--- src/rtl/clock_prescaler.sv ---
// Free-running 2^N clock prescaler: 50%-duty divided clock, a registered wrap strobe
// and the raw count for logic that stays in the system clock domain.
module clock_prescaler #(
  parameter int unsigned N = 16
) (
  input  logic         clk,
  input  logic         reset,
  input  logic         en,
  input  logic         clr,
  output logic         out,
  output logic         tick,
  output logic [N-1:0] count
);

  logic [N-1:0] cnt_q, cnt_d;
  logic         tick_q, tick_d;

  always_comb begin
    cnt_d  = cnt_q;
    tick_d = 1'b0;
    if (clr) begin
      cnt_d = '0;
    end else if (en) begin
      cnt_d  = cnt_q + N'(1);
      tick_d = &cnt_q;
    end
  end

  always_ff @(posedge clk or posedge reset) begin
    if (reset) begin
      cnt_q  <= '0;
      tick_q <= 1'b0;
    end else begin
      cnt_q  <= cnt_d;
      tick_q <= tick_d;
    end
  end

  // The divided clock is taken straight from the counter MSB, so it is glitch-free.
  assign out   = cnt_q[N-1];
  assign tick  = tick_q;
  assign count = cnt_q;

endmodule

--- config.mk ---
export PLATFORM = sky130hd
export DESIGN_NAME = clock_prescaler
export DESIGN_NICKNAME = d
export VERILOG_FILES = /design/src/rtl/clock_prescaler.sv
export SDC_FILE = /design/constraint.sdc
export NUM_CORES = 1
export LEC_CHECK = 0
export ABC_AREA = 1
export BUFFER_PORTS_ARGS = -buffer_cell sky130_fd_sc_hd__buf_2
export CORE_UTILIZATION = 32
export CTS_CLUSTER_DIAMETER = 120
export DETAILED_ROUTE_END_ITERATION = 7
export GPL_ROUTABILITY_DRIVEN = 1
export PLACE_DENSITY = 0.64
export SYNTH_ARGS = -nofsm -noshare
export SYNTH_HDL_FRONTEND = slang
export SYNTH_SLANG_ARGS = --single-unit
--- constraint.sdc ---
create_clock -name clk -period 1.7 [get_ports clk]
set_input_delay 0 -clock clk [delete_from_list [all_inputs] [get_ports clk]]
set_output_delay 0 -clock clk [all_outputs]
set_load 0.01 [all_outputs]
==> results.sh <==
export IMPL_vias=889
export IMPL_routedWlPerCell_microns=11.5
export IMPL_cts_resized=0
export IMPL_cts_sinks=17
export IMPL_die_w_microns=56.8
export IMPL_cts_setup_buffers=0
export IMPL_drc=4
export IMPL_cts_tree="done"
export IMPL_postCtsHoldBufs=3
export IMPL_synth_warnings=0
export IMPL_place_congestion=0.844
export IMPL_post_drt_via_cell_ratio=4.78
export IMPL_synth_area_sq_um=960
export IMPL_ir_drop_uv=367
export IMPL_placed_area_sq_mm=0.00109
export IMPL_synthCells=129
export IMPL_place_hpwl_microns=1560
export IMPL_rr_startpoint="count[1]$_DFFE_PP0P_"
export IMPL_setup_worst_path_start="count[1]$_DFFE_PP0P_"
export IMPL_finalPower_w=0.000696
export IMPL_mostFrequentLayoutCell="nand2_1"
export IMPL_ys_ff_latch=17
export IMPL_cts_buffer_depth=2
export IMPL_grt_pass1_vias=855
export IMPL_slew_headroom_pct=55.7
export IMPL_synth_top_area_share_pct=44.3
export IMPL_rsz0062_at_grt="false"
export IMPL_power_leakage_nw=0.603
export IMPL_diodes=0
export IMPL_start_kind="register"
export IMPL_ios=22
export IMPL_drt_total_wl_microns=2130
export IMPL_insertion_delay_ns=0.30
export IMPL_stdcell_area_sq_mm=0.00115
export IMPL_hp_class="input pin to register"
export IMPL_powerDensity_mw_per_mm2=607
export IMPL_endpoint_kind="register"
export IMPL_finClkSkew_ns=0.00959
export IMPL_die_h_microns=56.8
export IMPL_grt_use_total_pct=14.8
export IMPL_first_pass_iters=6
export IMPL_crit_required_ns=1.90
export IMPL_max_stage_delay_ns=0.54
export IMPL_post_place_ws_ns=0.300
export IMPL_synthTopCellsByArea="dfrtp_1 44%, nand2_1 12%, nor2_1 9.4%, inv_1 6.3%, a21oi_1 5.2%"
export IMPL_first_iter_violations=31
export IMPL_coreArea_sq_mm=0.00281
export IMPL_antenna_left=0
export IMPL_synth_fp_nets=134
export IMPL_row_count=19
export IMPL_crit_path_max_fanout=5
export IMPL_final_cell_mix="30 x nand2_1, 24 x nor2_1, 21 x buf_2"
export IMPL_cts_root_buf="clkbuf_4"
export IMPL_seq_area_frac_synth_pct=44.3
export IMPL_port_buffers=21
export IMPL_design_die_area_sq_mm=0.00322
export IMPL_area_delta_synth_final_pct=19.4
export IMPL_finalHoldViolations=0
export IMPL_critical_path_slowest_cell="dlygate4sd3_1"
export IMPL_fin_ws_ns=0.182
export IMPL_status="finished with violations"
export IMPL_cts_htree_levels=1
export IMPL_layout_nets=161
export IMPL_cts_clk_slew_worst_paths_ns=0.11
export IMPL_cts_buffers=3
export IMPL_crit_path_cell_trace="ha_1 -> nand3_1 -> nand2_1 -> dlygate4sd3_1"
export IMPL_grt_max_degree=18
export IMPL_start_util_pct=34.2
export IMPL_fin_setup_tns_ns=0
export IMPL_grt_overflow=0
export IMPL_timing_final_crit_share_pct=89.3
export IMPL_worstHoldStart="clr"
export IMPL_cap_violations=0
export IMPL_worst_slew_pin_slew_ns=0.664
export IMPL_avgSynthCellArea_sq_um=7.44
export IMPL_grt_pass1_wl_microns=3700
export IMPL_drv_slew=0
export IMPL_antenna_found_initial=0
export IMPL_cp_arrival_ns=1.72
export IMPL_clock_fmax_mhz=659
export IMPL_min_period_ns=1.52
export IMPL_violations="DRC"
export IMPL_ys_types=18
export IMPL_setup_viol=0
export IMPL_critical_path_class="register to register"
export IMPL_drive_gt1_share_pct=21.9
export IMPL_synth_top_area_cell="dfrtp_1"
-- critical path: cells and delay by family, from the launching register on --
kind                       cells  cell delay [ns]
DFF                            1             0.45
buffers and inverters          1             0.54
adders and majority gates      1             0.29
and+or+nand+nor                2             0.14
-- power breakdown --
group | internal (W) | leakage (nW) | switching [W]
clock | 0.0000877 | 0.0177 | 0.000142
sequential | 0.000409 | 0.236 | 0.00000576
combinational | 0.0000187 | 0.349 | 0.0000328
total | 0.000515 | 0.603 | 0.000181
-- logic make-up (layout without fill, tap and decap cells) --
logic type / after synthesis / count (layout) / synth area share, %
buf+inv: 18 / 44 / 7.82
fa+ha+maj: 1 / 1 / 1.30
compound gates: 18 / 18 / 10.6
simple gates: 75 / 75 / 36.0
flops: 17 / 17 / 44.3
-- final timing paths --
path	to	slack [ns]	cells after the start
hold reg to reg	count[5]$_DFFE_PP0P_	0.56	2
hold / removal	count[2]$_DFFE_PP0P_	0.06	4
setup / recovery	count[1]$_DFFE_PP0P_	0.18	4
min in group asynchronous	count[2]$_DFFE_PP0P_	0.32	3
setup reg to reg	count[1]$_DFFE_PP0P_	0.18	4
max in group asynchronous	count[8]$_DFFE_PP0P_	0.95	3
-- metal layers --
| layer | global-route usage (%) | vias up | part of all wire, % |
|---|---|---|---|
| met1 | 20.6 | 409 | 50 |
| met3 | 4.84 | 0 | 5.9 |
| met4 | 2.09 | 0 | 0 |
| met5 | 0 | - | 0 |
| li1 | - | 456 | - |
| met2 | 22.8 | 24 | 44 |
-- Yosys cell counts --
cell type	count
nor3_1	1
o21bai_1	2
nor3b_1	2
nand2_2	2
a21oi_1	10
nor2_1	24
dfrtp_1	17
nand3_2	2
nor2_2	1
nand2_1	30
nor2_4	2
buf_4	2
o21bai_2	1
nand3_1	10
inv_1	16
o21ai_0	5
ha_1	1
nand2_4	1
-- registers in the layout (all words and copies together), names as in the netlist --
register	flops
count	16
tick	1
-- layout make-up --
cell class	count	area (sq um)
Clock buffer	3	22.5
Clock inverter	1	5.00
Fill cell	306	1660
Inverter	16	60.1
Multi-Input combinational cell	94	459
Sequential cell	17	425
Tap cell	31	38.8
Timing Repair Buffer	24	135
-- through the flow --
step	hold WS (ns)	util, %	instances
after floorplan	-0.0739	-	129
after global placement	0.116	38.8	179
after detailed placement	0.124	38.8	179
after CTS	0.0519	40.9	186
after global routing	0.0551	40.9	186
final	0.0565	40.9	186
Note: power is estimated with default switching activity, not from simulation.
